### config.mk
export PLATFORM = sky130hd
export DESIGN_NAME = spi_host_poller_flat
export DESIGN_NICKNAME = d
export VERILOG_FILES = /design/src/rtl/spi_host_poller_if.sv /design/src/rtl/spi_host_poller.sv /design/src/flat_wrapper.sv
export SDC_FILE = /design/constraint.sdc
export NUM_CORES = 1
export LEC_CHECK = 0
export BUFFER_PORTS_ARGS = -buffer_cell sky130_fd_sc_hd__buf_2
export CELL_PAD_IN_SITES_DETAIL_PLACEMENT = 2
export CELL_PAD_IN_SITES_GLOBAL_PLACEMENT = 2
export CORE_MARGIN = 5
export CORE_UTILIZATION = 42
export CTS_BUF_LIST = sky130_fd_sc_hd__clkbuf_8
export DETAILED_ROUTE_END_ITERATION = 8
export GPL_ROUTABILITY_DRIVEN = 0
export HOLD_SLACK_MARGIN = 0.03
export PLACE_DENSITY_LB_ADDON = 0.1
export SKIP_LAST_GASP = 1
export SLEW_MARGIN = 20
export SYNTH_ARGS = -nofsm -noshare
export SYNTH_HDL_FRONTEND = slang
export SYNTH_SLANG_ARGS = --single-unit
### constraint.sdc
create_clock -name clk -period 5.9 [get_ports clk]
set_input_delay 1.18 -clock clk [delete_from_list [all_inputs] [get_ports clk]]
set_output_delay 1.18 -clock clk [all_outputs]
set_load 0.02 [all_outputs]
### src/rtl/spi_host_poller_if.sv
// User-side bundle between the poller and the SPI master: transmit strobe/byte,
// slave select code, and the master's ready/receive stream.
interface spi_host_poller_if #(
    parameter int DATABITS = 8,
    parameter int SPI_SIZE = 2
);
    logic                i_TX_Ready_M;
    logic                i_RX_DV_M;
    logic [DATABITS-1:0] i_RX_Byte_M;
    logic                o_TX_DV_M;
    logic [DATABITS-1:0] o_TX_Byte_M;
    logic [SPI_SIZE-1:0] o_SPI_Code;

    // Poller side: drives transmit requests, consumes the receive stream.
    modport master (
        input  i_TX_Ready_M, i_RX_DV_M, i_RX_Byte_M,
        output o_TX_DV_M, o_TX_Byte_M, o_SPI_Code
    );

    // SPI master side of the same bundle.
    modport slave (
        output i_TX_Ready_M, i_RX_DV_M, i_RX_Byte_M,
        input  o_TX_DV_M, o_TX_Byte_M, o_SPI_Code
    );
endinterface

### src/rtl/spi_host_poller.sv
// Round-robin SPI poller: sends a read command to each slave in turn, gathers the
// response bytes and publishes the latest reading per slave with a timeout flag.
module spi_host_poller #(
    parameter int                  DATABITS   = 8,
    parameter int                  SPI_SIZE   = 2,
    parameter int                  NUM_SLAVES = 2,
    parameter int                  RESP_BYTES = 2,
    parameter logic [DATABITS-1:0] CMD_READ   = 8'hA5,
    parameter logic [DATABITS-1:0] DUMMY_BYTE = 8'h00,
    parameter int                  POLL_GAP   = 1000,
    parameter int                  TIMEOUT    = 255
) (
    input  logic                           clk,
    input  logic                           rst,
    input  logic                           en,
    spi_host_poller_if.master              spi,
    output logic [RESP_BYTES*DATABITS-1:0] data_s0,
    output logic [RESP_BYTES*DATABITS-1:0] data_s1,
    output logic                           valid_s0,
    output logic                           valid_s1,
    output logic [NUM_SLAVES-1:0]          err,
    output logic                           busy
);
    localparam int RESP_W = RESP_BYTES * DATABITS;
    localparam int CNT_W  = $clog2(RESP_BYTES + 2);
    localparam int GAP_W  = $clog2(POLL_GAP + 1);
    localparam int TO_W   = $clog2(TIMEOUT + 1);
    localparam int SLV_W  = (NUM_SLAVES > 1) ? $clog2(NUM_SLAVES) : 1;

    typedef enum logic [2:0] {IDLE, GAP, SEL, SEND, WAIT_RX, DONE, ERR} state_t;

    state_t              state_q, state_d;
    logic [SLV_W-1:0]    idx_q, idx_d;
    logic [CNT_W-1:0]    cnt_q, cnt_d;
    logic [GAP_W-1:0]    gap_q, gap_d;
    logic [TO_W-1:0]     to_q, to_d;
    logic [RESP_W-1:0]   asm_q, asm_d;
    logic [RESP_W-1:0]   data_q [NUM_SLAVES];
    logic [RESP_W-1:0]   data_d [NUM_SLAVES];
    logic [NUM_SLAVES-1:0] valid_q, valid_d;
    logic [NUM_SLAVES-1:0] err_q, err_d;
    logic                tx_dv_q, tx_dv_d;
    logic [DATABITS-1:0] tx_byte_q, tx_byte_d;
    logic [SPI_SIZE-1:0] code_q, code_d;

    always_ff @(posedge clk or negedge rst) begin
        if (!rst) begin
            state_q   <= IDLE;
            idx_q     <= '0;
            cnt_q     <= '0;
            gap_q     <= '0;
            to_q      <= '0;
            asm_q     <= '0;
            data_q    <= '{default: '0};
            valid_q   <= '0;
            err_q     <= '0;
            tx_dv_q   <= 1'b0;
            tx_byte_q <= '0;
            code_q    <= '0;
        end else begin
            state_q   <= state_d;
            idx_q     <= idx_d;
            cnt_q     <= cnt_d;
            gap_q     <= gap_d;
            to_q      <= to_d;
            asm_q     <= asm_d;
            data_q    <= data_d;
            valid_q   <= valid_d;
            err_q     <= err_d;
            tx_dv_q   <= tx_dv_d;
            tx_byte_q <= tx_byte_d;
            code_q    <= code_d;
        end
    end

    always_comb begin
        state_d   = state_q;
        idx_d     = idx_q;
        cnt_d     = cnt_q;
        gap_d     = gap_q;
        to_d      = to_q;
        asm_d     = asm_q;
        data_d    = data_q;
        valid_d   = '0;
        err_d     = err_q;
        tx_dv_d   = 1'b0;
        tx_byte_d = tx_byte_q;
        code_d    = code_q;

        case (state_q)
            IDLE: begin
                gap_d = '0;
                if (en) state_d = GAP;
            end
            GAP: begin
                if (!en) begin
                    state_d = IDLE;
                    gap_d   = '0;
                end else if (gap_q == GAP_W'(POLL_GAP - 1)) begin
                    state_d = SEL;
                    gap_d   = '0;
                end else begin
                    gap_d = gap_q + GAP_W'(1);
                end
            end
            SEL: begin
                code_d  = SPI_SIZE'(idx_q);
                cnt_d   = '0;
                state_d = SEND;
            end
            SEND: begin
                if (spi.i_TX_Ready_M) begin
                    tx_dv_d   = 1'b1;
                    tx_byte_d = (cnt_q == '0) ? CMD_READ : DUMMY_BYTE;
                    to_d      = '0;
                    state_d   = WAIT_RX;
                end
            end
            WAIT_RX: begin
                // A byte arriving on the very cycle the timeout expires still counts.
                if (spi.i_RX_DV_M) begin
                    if (cnt_q != '0)
                        asm_d = (asm_q << DATABITS) | RESP_W'(spi.i_RX_Byte_M);
                    cnt_d   = cnt_q + CNT_W'(1);
                    state_d = (cnt_q == CNT_W'(RESP_BYTES)) ? DONE : SEND;
                end else if (to_q == TO_W'(TIMEOUT)) begin
                    state_d = ERR;
                end else begin
                    to_d = to_q + TO_W'(1);
                end
            end
            DONE, ERR: begin
                if (state_q == DONE) begin
                    data_d[idx_q]  = asm_q;
                    valid_d[idx_q] = 1'b1;
                    err_d[idx_q]   = 1'b0;
                end else begin
                    err_d[idx_q] = 1'b1;
                end
                idx_d   = (idx_q == SLV_W'(NUM_SLAVES - 1)) ? '0 : idx_q + SLV_W'(1);
                gap_d   = '0;
                state_d = en ? GAP : IDLE;
            end
            default: state_d = IDLE;
        endcase
    end

    assign spi.o_TX_DV_M   = tx_dv_q;
    assign spi.o_TX_Byte_M = tx_byte_q;
    assign spi.o_SPI_Code  = code_q;
    assign data_s0         = data_q[0];
    assign data_s1         = data_q[1];
    assign valid_s0        = valid_q[0];
    assign valid_s1        = valid_q[1];
    assign err             = err_q;
    assign busy            = (state_q != IDLE) && (state_q != GAP);
endmodule
### src/flat_wrapper.sv
// flat-port wrapper written by rule: the top's interface ports become plain ports
module spi_host_poller_flat 
#(
    parameter int                  DATABITS   = 8,
    parameter int                  SPI_SIZE   = 2,
    parameter int                  NUM_SLAVES = 2,
    parameter int                  RESP_BYTES = 2,
    parameter logic [DATABITS-1:0] CMD_READ   = 8'hA5,
    parameter logic [DATABITS-1:0] DUMMY_BYTE = 8'h00,
    parameter int                  POLL_GAP   = 1000,
    parameter int                  TIMEOUT    = 255
)
  (clk, rst, en, data_s0, data_s1, valid_s0, valid_s1, err, busy, spi_i_TX_Ready_M, spi_i_RX_DV_M, spi_i_RX_Byte_M, spi_o_TX_DV_M, spi_o_TX_Byte_M, spi_o_SPI_Code);
  spi_host_poller_if #(.DATABITS(DATABITS), .SPI_SIZE(SPI_SIZE)) spi_i ();
  input  logic clk;
  input  logic rst;
  input  logic en;
  output logic [RESP_BYTES*DATABITS-1:0] data_s0;
  output logic [RESP_BYTES*DATABITS-1:0] data_s1;
  output logic valid_s0;
  output logic valid_s1;
  output logic [NUM_SLAVES-1:0] err;
  output logic busy;
  input wire logic [$bits(spi_i.i_TX_Ready_M)-1:0] spi_i_TX_Ready_M;
  input wire logic [$bits(spi_i.i_RX_DV_M)-1:0] spi_i_RX_DV_M;
  input wire logic [$bits(spi_i.i_RX_Byte_M)-1:0] spi_i_RX_Byte_M;
  output wire logic [$bits(spi_i.o_TX_DV_M)-1:0] spi_o_TX_DV_M;
  output wire logic [$bits(spi_i.o_TX_Byte_M)-1:0] spi_o_TX_Byte_M;
  output wire logic [$bits(spi_i.o_SPI_Code)-1:0] spi_o_SPI_Code;
  assign spi_i.i_TX_Ready_M = spi_i_TX_Ready_M;
  assign spi_i.i_RX_DV_M = spi_i_RX_DV_M;
  assign spi_i.i_RX_Byte_M = spi_i_RX_Byte_M;
  assign spi_o_TX_DV_M = spi_i.o_TX_DV_M;
  assign spi_o_TX_Byte_M = spi_i.o_TX_Byte_M;
  assign spi_o_SPI_Code = spi_i.o_SPI_Code;
  spi_host_poller #(.DATABITS(DATABITS), .SPI_SIZE(SPI_SIZE), .NUM_SLAVES(NUM_SLAVES), .RESP_BYTES(RESP_BYTES), .CMD_READ(CMD_READ), .DUMMY_BYTE(DUMMY_BYTE), .POLL_GAP(POLL_GAP), .TIMEOUT(TIMEOUT)) u_core (.clk(clk), .rst(rst), .en(en), .spi(spi_i), .data_s0(data_s0), .data_s1(data_s1), .valid_s0(valid_s0), .valid_s1(valid_s1), .err(err), .busy(busy));
endmodule
==> reports/results.tsv, run 1 <==
metric	value	unit
number of cells on the critical path	2	
Seq/Total Area, Yosys	55.1	%
start point of the worst hold path	u_core.gap_q[0]	
HP Class	reg2reg	
initial standard-cell utilization of the core	43.5	%
run status	finished clean	
most frequent cells in the layout	sky130_fd_sc_hd__dfrtp_1, sky130_fd_sc_hd__buf_2, sky130_fd_sc_hd__mux2_2	
total clock buffers created by CTS	9	
area added between synthesis and finish	14.9	%
CTS resizes	0	
count of warnings emitted by yosys	0	
cell area after layout	0.00413	mm2
clock tree from TritonCTS	built	
vertical die dimension	102	um
start point of the critical path	u_core.state_q[1]	
count of maximum capacitance violations	0	
endpoint type of the worst setup path	output pin	
setup-violating endpoint count in the final report	0	
Pwr per Cell Area	486	mW/mm2
worst reg-to-reg setup slack	3.43	ns
TNS Setup	0	ns
Synth async-reset ratio	100	%
width of the die	102	um
Post-Route Hold Slack	0.505	ns
worst path buffer plus inverter count	1	
number of setup buffers added after CTS	0	
transition time of the tightest slew-check pin	0.837	ns
r2r startpoint	u_core.state_q[2]	
overflow left after global routing	0	
count of buffers inserted at the top-level ports	55	
Hold-fix buffers, CTS	0	
total length of routed wires	8980	um
maximum buffer depth of the clock tree	2	
drt pass-1 iters	4	
post-place instance area	0.00388	mm2
buffer type at the clock tree root	sky130_fd_sc_hd__clkbuf_8	
distinct cell type count of the synthesized netlist	51	
number of standard cells after synthesis	290	
Top Family by Delay on Critical Path	flip-flops	
floorplan core area	0.00826	mm2
insertion delay to the later sink of the worst-skew pair	0.36	ns
top achievable clock speed	0.367	GHz
largest net degree at the start of global routing	80	
routed wire length per instance	20.0	um
antenna diode count	0	
critical path arrival	1.55	ns
post-synthesis average cell area	12.4	um2
reg2reg end	u_core.asm_q[15]	
sum of internal, switching and leakage power	0.00201	W
maximum vdd ir drop	0.000181	V
unrepaired setup endpoints after global routing	false	
total number of vias	2492	
via count of the first global-routing pass	2847	
Worst Reg2Reg Path Length in Cells	3	
number of enable-type register cells in the synthesized netlist	0	
number of routed nets with antenna violations	0	
detailed placement HPWL	6220	um
Pleak	2.13	nW
number of clock sinks seen by CTS	79	
final worst-path cycle share	46.2	%
Most used DFF post-synth	sky130_fd_sc_hd__dfrtp_1	
DRC errors left	0	
global-route total usage across every layer	18.7	%
Worst path max stage delay	0.64	ns
Via-to-Cell Ratio	5.55	
largest driver fanout on the critical path	23	
H-tree levels	3	
Final Net Count	356	
fin. max-slew vios	0	
DR iter-0 viols	53	
critical path launch point type	flip-flop	
total I/O pin count	61	
fraction of final layout cells with drive strength greater than 1	37.2	%
Final min period	2.73	ns
synthesis-stage register bit count	79	
endpoint required time on the critical path	4.72	ns
Slowest-stage cell, CP	sky130_fd_sc_hd__dfrtp_1	
number of antenna violations at the first check in global routing	0	
capture point of the critical path	busy	
worst max-slew margin expressed relative to the limit	44.2	%
worst clock skew	0.0112	ns
post-synthesis instance area	0.00359	mm2
first-pass GRT wire length	15000	um
most common cell after layout, fill and taps aside	sky130_fd_sc_hd__dfrtp_1	
placement row count	33	
clock-pin transition on the worst setup and hold timing paths	0.08	ns
critical setup path kind	reg2out	
cell breakdown of the critical path	or2_2 -> buf_2	
Die Outline Area	0.0105	mm2
number of failing hold endpoints at the final stage	0	
==> how the worst min path moves through the flow <==
| stage | slack (ns) | end | cells past startpoint |
|---|---|---|---|
| 6_report | 0.51 | u_core.gap_q[0] | 1 |
| 5_1_grt | 0.54 | u_core.data_s1[6] | 1 |
| 4_1_cts | 0.51 | u_core.gap_q[0] | 1 |
| 3_5_place_dp | 0.49 | u_core.data_s1[4] | 1 |
| 3_3_place_gp | 0.48 | u_core.data_s1[7] | 1 |
| 2_1_floorplan | 0.46 | u_core.gap_q[0] | 1 |
==> routing by layer <==
metal	up-vias	GRT usage, %	share of wire (%)
met3	12	2.80	2.6
li1	1141	-	-
met2	40	33.0	53
met5	-	0	0
met1	1299	23.0	42
met4	0	6.76	1.9
==> synth_stat cells (all sizes together) (2+ instances only) <==
cell,number,share of area (%)
dfrtp,79,55
mux2,51,16
buf,16,3.4
nand2,16,1.7
a21oi,13,1.8
nand3,10,1.4
o21ai,9,1.3
inv,7,0.73
nor2,7,0.73
a31oi,6,1.0
clkbuf,6,0.63
nor3,5,0.70
a21o,4,0.84
ha,4,1.4
nand2b,4,0.70
o211ai,4,0.84
a22o,3,0.73
o22ai,3,0.52
o31ai,3,0.63
or3,3,0.66
or4,3,0.63
xnor2,3,0.73
a41oi,2,0.49
and3,2,0.35
mux2i,2,0.56
nand3b,2,0.42
nand4,2,0.52
nor2b,2,0.35
o211a,2,0.56
==> kinds of logic after synthesis <==
kind of cell	synth area share (%)
other	0.104
AOI/OAI and AO/OA	10.7
adders and majority gates	1.39
xor gates and xnor gates	0.976
muxes	16.7
DFF	55.1
buffers and inverters	4.74
and+or+nand+nor	10.4
==> where the power goes <==
part | internal (W) | switching [W]
Sequential | 0.000705 | 0.000166
Combinational | 0.000277 | 0.000365
Clock | 0.000283 | 0.000210
==> through the flow <==
| step | std cells | utilization [%] | setup WS (ns) |
|---|---|---|---|
| detailed placement | 433 | 47.0 | 3.22 |
| floorplan | 294 | - | 3.49 |
| CTS | 449 | 49.9 | 3.14 |
| finish | 449 | 50.0 | 3.17 |
| global route | 449 | 50.0 | 3.09 |
| global placement | 433 | 47.0 | 3.27 |
==> registers in the layout, indices dropped and copies added (netlist names), named ones only <==
| register | cells |
|---|---|
| u_core.asm_q | 16 |
| u_core.cnt_q | 2 |
| u_core.data_s0 | 16 |
| u_core.data_s1 | 16 |
| u_core.gap_q | 10 |
| u_core.idx_q | 1 |
| u_core.spi.o_SPI_Code | 1 |
| u_core.spi.o_TX_Byte_M | 1 |
| u_core.spi.o_TX_DV_M | 1 |
| u_core.state_q | 3 |
| u_core.to_q | 8 |
| u_core.valid_q | 2 |
==> final cells by class <==
class / instances / area [um2]
Clock buffer: 9 / 124
Sequential cell: 79 / 1980
Timing Repair Buffer: 56 / 289
Fill cell: 851 / 4130
Multi-Input combinational cell: 186 / 1460
Tap cell: 105 / 131
Clock inverter: 7 / 120
Inverter: 7 / 26.3
No activity file was read; power rests on OpenSTA's default activity.
==> inputs of run 2 (changes only) <==
- CORE_UTILIZATION: 42 -> 39
- clock period: 5.9 -> 2.6 ns (I/O delays scaled with it)
==> reports/results.tsv, run 2 (same netlist as run 1, synthesis figures left out) <==
metric	value	unit	change
DRC errors left	0		unchanged
critical setup path kind	reg2out		
detailed placement HPWL	6120	um	-1.6%
final cell count without fillers	463		+3.1%
floorplan core area	0.00911	mm2	+10%
H-tree levels	3		unchanged
largest net degree at the start of global routing	39		-51%
drt pass-1 iters	4		unchanged
unrepaired setup endpoints after global routing	false		
final worst-path cycle share	82.0	%	
worst clock skew	0.0122	ns	+0.00100 ns
run status	finished clean		
Slowest-stage cell, CP	sky130_fd_sc_hd__dfrtp_1		
total number of vias	2510		+0.72%
critical path arrival	1.61	ns	+0.06 ns
width of the die	106	um	+3.4%
number of routed nets with antenna violations	0		unchanged
area of combinational cells with multiple inputs	0.00146	mm2	unchanged
worst max-slew margin expressed relative to the limit	47.2	%	+3.0 points
CTS resizes	0		unchanged
transition time of the tightest slew-check pin	0.792	ns	-0.0448 ns
count of buffers inserted at the top-level ports	55		unchanged
number of antenna violations at the first check in global routing	0		unchanged
insertion delay to the later sink of the worst-skew pair	0.36	ns	about the same
endpoint required time on the critical path	2.08	ns	-2.64 ns
count of maximum capacitance violations	0		unchanged
clock-pin transition on the worst setup and hold timing paths	0.09	ns	about the same
initial standard-cell utilization of the core	39.4	%	-4.1 points
setup-violating endpoint count in the final report	0		unchanged
Sequential cell area	0.00198	mm2	unchanged
antenna diode count	0		unchanged
HP Class	in2async		
Final min period	2.13	ns	
worst path buffer plus inverter count	2		+1
vertical die dimension	106	um	+3.4%
most common cell after layout, fill and taps aside	sky130_fd_sc_hd__dfrtp_1		
fraction of final layout cells with drive strength greater than 1	38.9	%	+1.7 points
critical path launch point type	flip-flop		
area added between synthesis and finish	15.5	%	
Fill cells	979		+15%
maximum buffer depth of the clock tree	2		unchanged
most frequent cells in the layout	sky130_fd_sc_hd__dfrtp_1, sky130_fd_sc_hd__buf_2, sky130_fd_sc_hd__mux2_2		
top achievable clock speed	0.469	GHz	
DR iter-0 viols	51		-3.8%
Pleak	2.14	nW	+0.49%
global-route total usage across every layer	16.4	%	-2.2 points
total clock buffers created by CTS	9		unchanged
Via-to-Cell Ratio	5.42		-2.3%
placement row count	35		+6.1%
clock tree from TritonCTS	built		
cell breakdown of the critical path	buf_4 -> or2_2 -> buf_2		
Pwr per Cell Area	1040	mW/mm2	+110%
fin. max-slew vios	0		unchanged
Final Net Count	364		+2.2%
Worst path max stage delay	0.54	ns	-0.10 ns
Die Outline Area	0.0112	mm2	+6.9%
largest driver fanout on the critical path	15		-35%
number of setup buffers added after CTS	0		unchanged
Hold-fix buffers, CTS	0		unchanged
endpoint type of the worst setup path	output pin		
first-pass GRT wire length	14700	um	-2.4%
buffer type at the clock tree root	sky130_fd_sc_hd__clkbuf_8		
Top Family by Delay on Critical Path	flip-flops		
maximum vdd ir drop	0.000403	V	+120%
overflow left after global routing	0		unchanged
TNS Setup	0	ns	unchanged
number of instances in the placed design	447		+3.2%
via count of the first global-routing pass	2765		-2.9%
number of failing hold endpoints at the final stage	0		unchanged
number of clock sinks seen by CTS	79		unchanged
routed wire length per instance	18.5	um	-7.6%
total I/O pin count	61		unchanged
total length of routed wires	8560	um	-4.7%
## run 2: worst register-to-register path, stage by stage (launching register included)
cell and delay (ns):
sky130_fd_sc_hd__dfrtp_1 0.54, sky130_fd_sc_hd__or3b_4 0.48, sky130_fd_sc_hd__a311oi_4 0.41, sky130_fd_sc_hd__mux2_2 0.38, sky130_fd_sc_hd__a21o_1 0.17
## run 2: through the flow
step                      util, %  power [W]  setup WS [ns]  cell area (um2)  hold slack, ns
final                        45.5    0.00432          0.467             4150           0.134
after global routing         45.5    0.00464          0.396             4150           0.169
after CTS                    45.5    0.00440          0.453             4150           0.152
after detailed placement     43.5    0.00349          0.520             3960           0.492
after global placement       43.5    0.00342          0.550             3960           0.487
after floorplan                 -    0.00298          0.683             3610           0.224
## run 2: layer usage
layer	GRT usage, %	vias to the layer above	part of all wire, %	wire [um]
li1	-	1156	-	-
met1	21.2	1304	46	3970
met2	27.7	40	49	4230
met3	3.76	10	3.0	255
met4	4.72	0	1.3	109
met5	0	-	0	0
## run 2: area by class of cell
cell class	count	area share [%]
tap	111	3.35
sequential	79	47.7
clock inverter	6	1.24
clock buffer	10	3.32
multi-input combinational	186	35.2
inverter	7	0.633
timing repair buffer	64	8.63
## run 2: path summary, 6_finish.rpt
check	start	endpoint	slack, ns	depth (start not counted)
worst max-delay path	u_core.state_q[1]	busy	0.47	3
worst min-delay path	rst	u_core.gap_q[7]	0.13	1
worst max register to register	u_core.state_q[1]	u_core.to_q[4]	0.52	4
worst min register to register	u_core.gap_q[0]	u_core.gap_q[0]	0.51	1
max in group asynchronous	rst	u_core.data_s1[5]	1.87	2
min in group clk	spi_i_RX_Byte_M[0]	u_core.asm_q[0]	0.39	2
## run 2: power breakdown
part / switching [W] / leakage [nW] / internal (W)
Combinational: 0.000879 / 0.989 / 0.000669
Sequential: 0.000289 / 1.06 / 0.00160
Clock: 0.000493 / 0.0935 / 0.000385
Total: 0.00166 / 2.14 / 0.00266
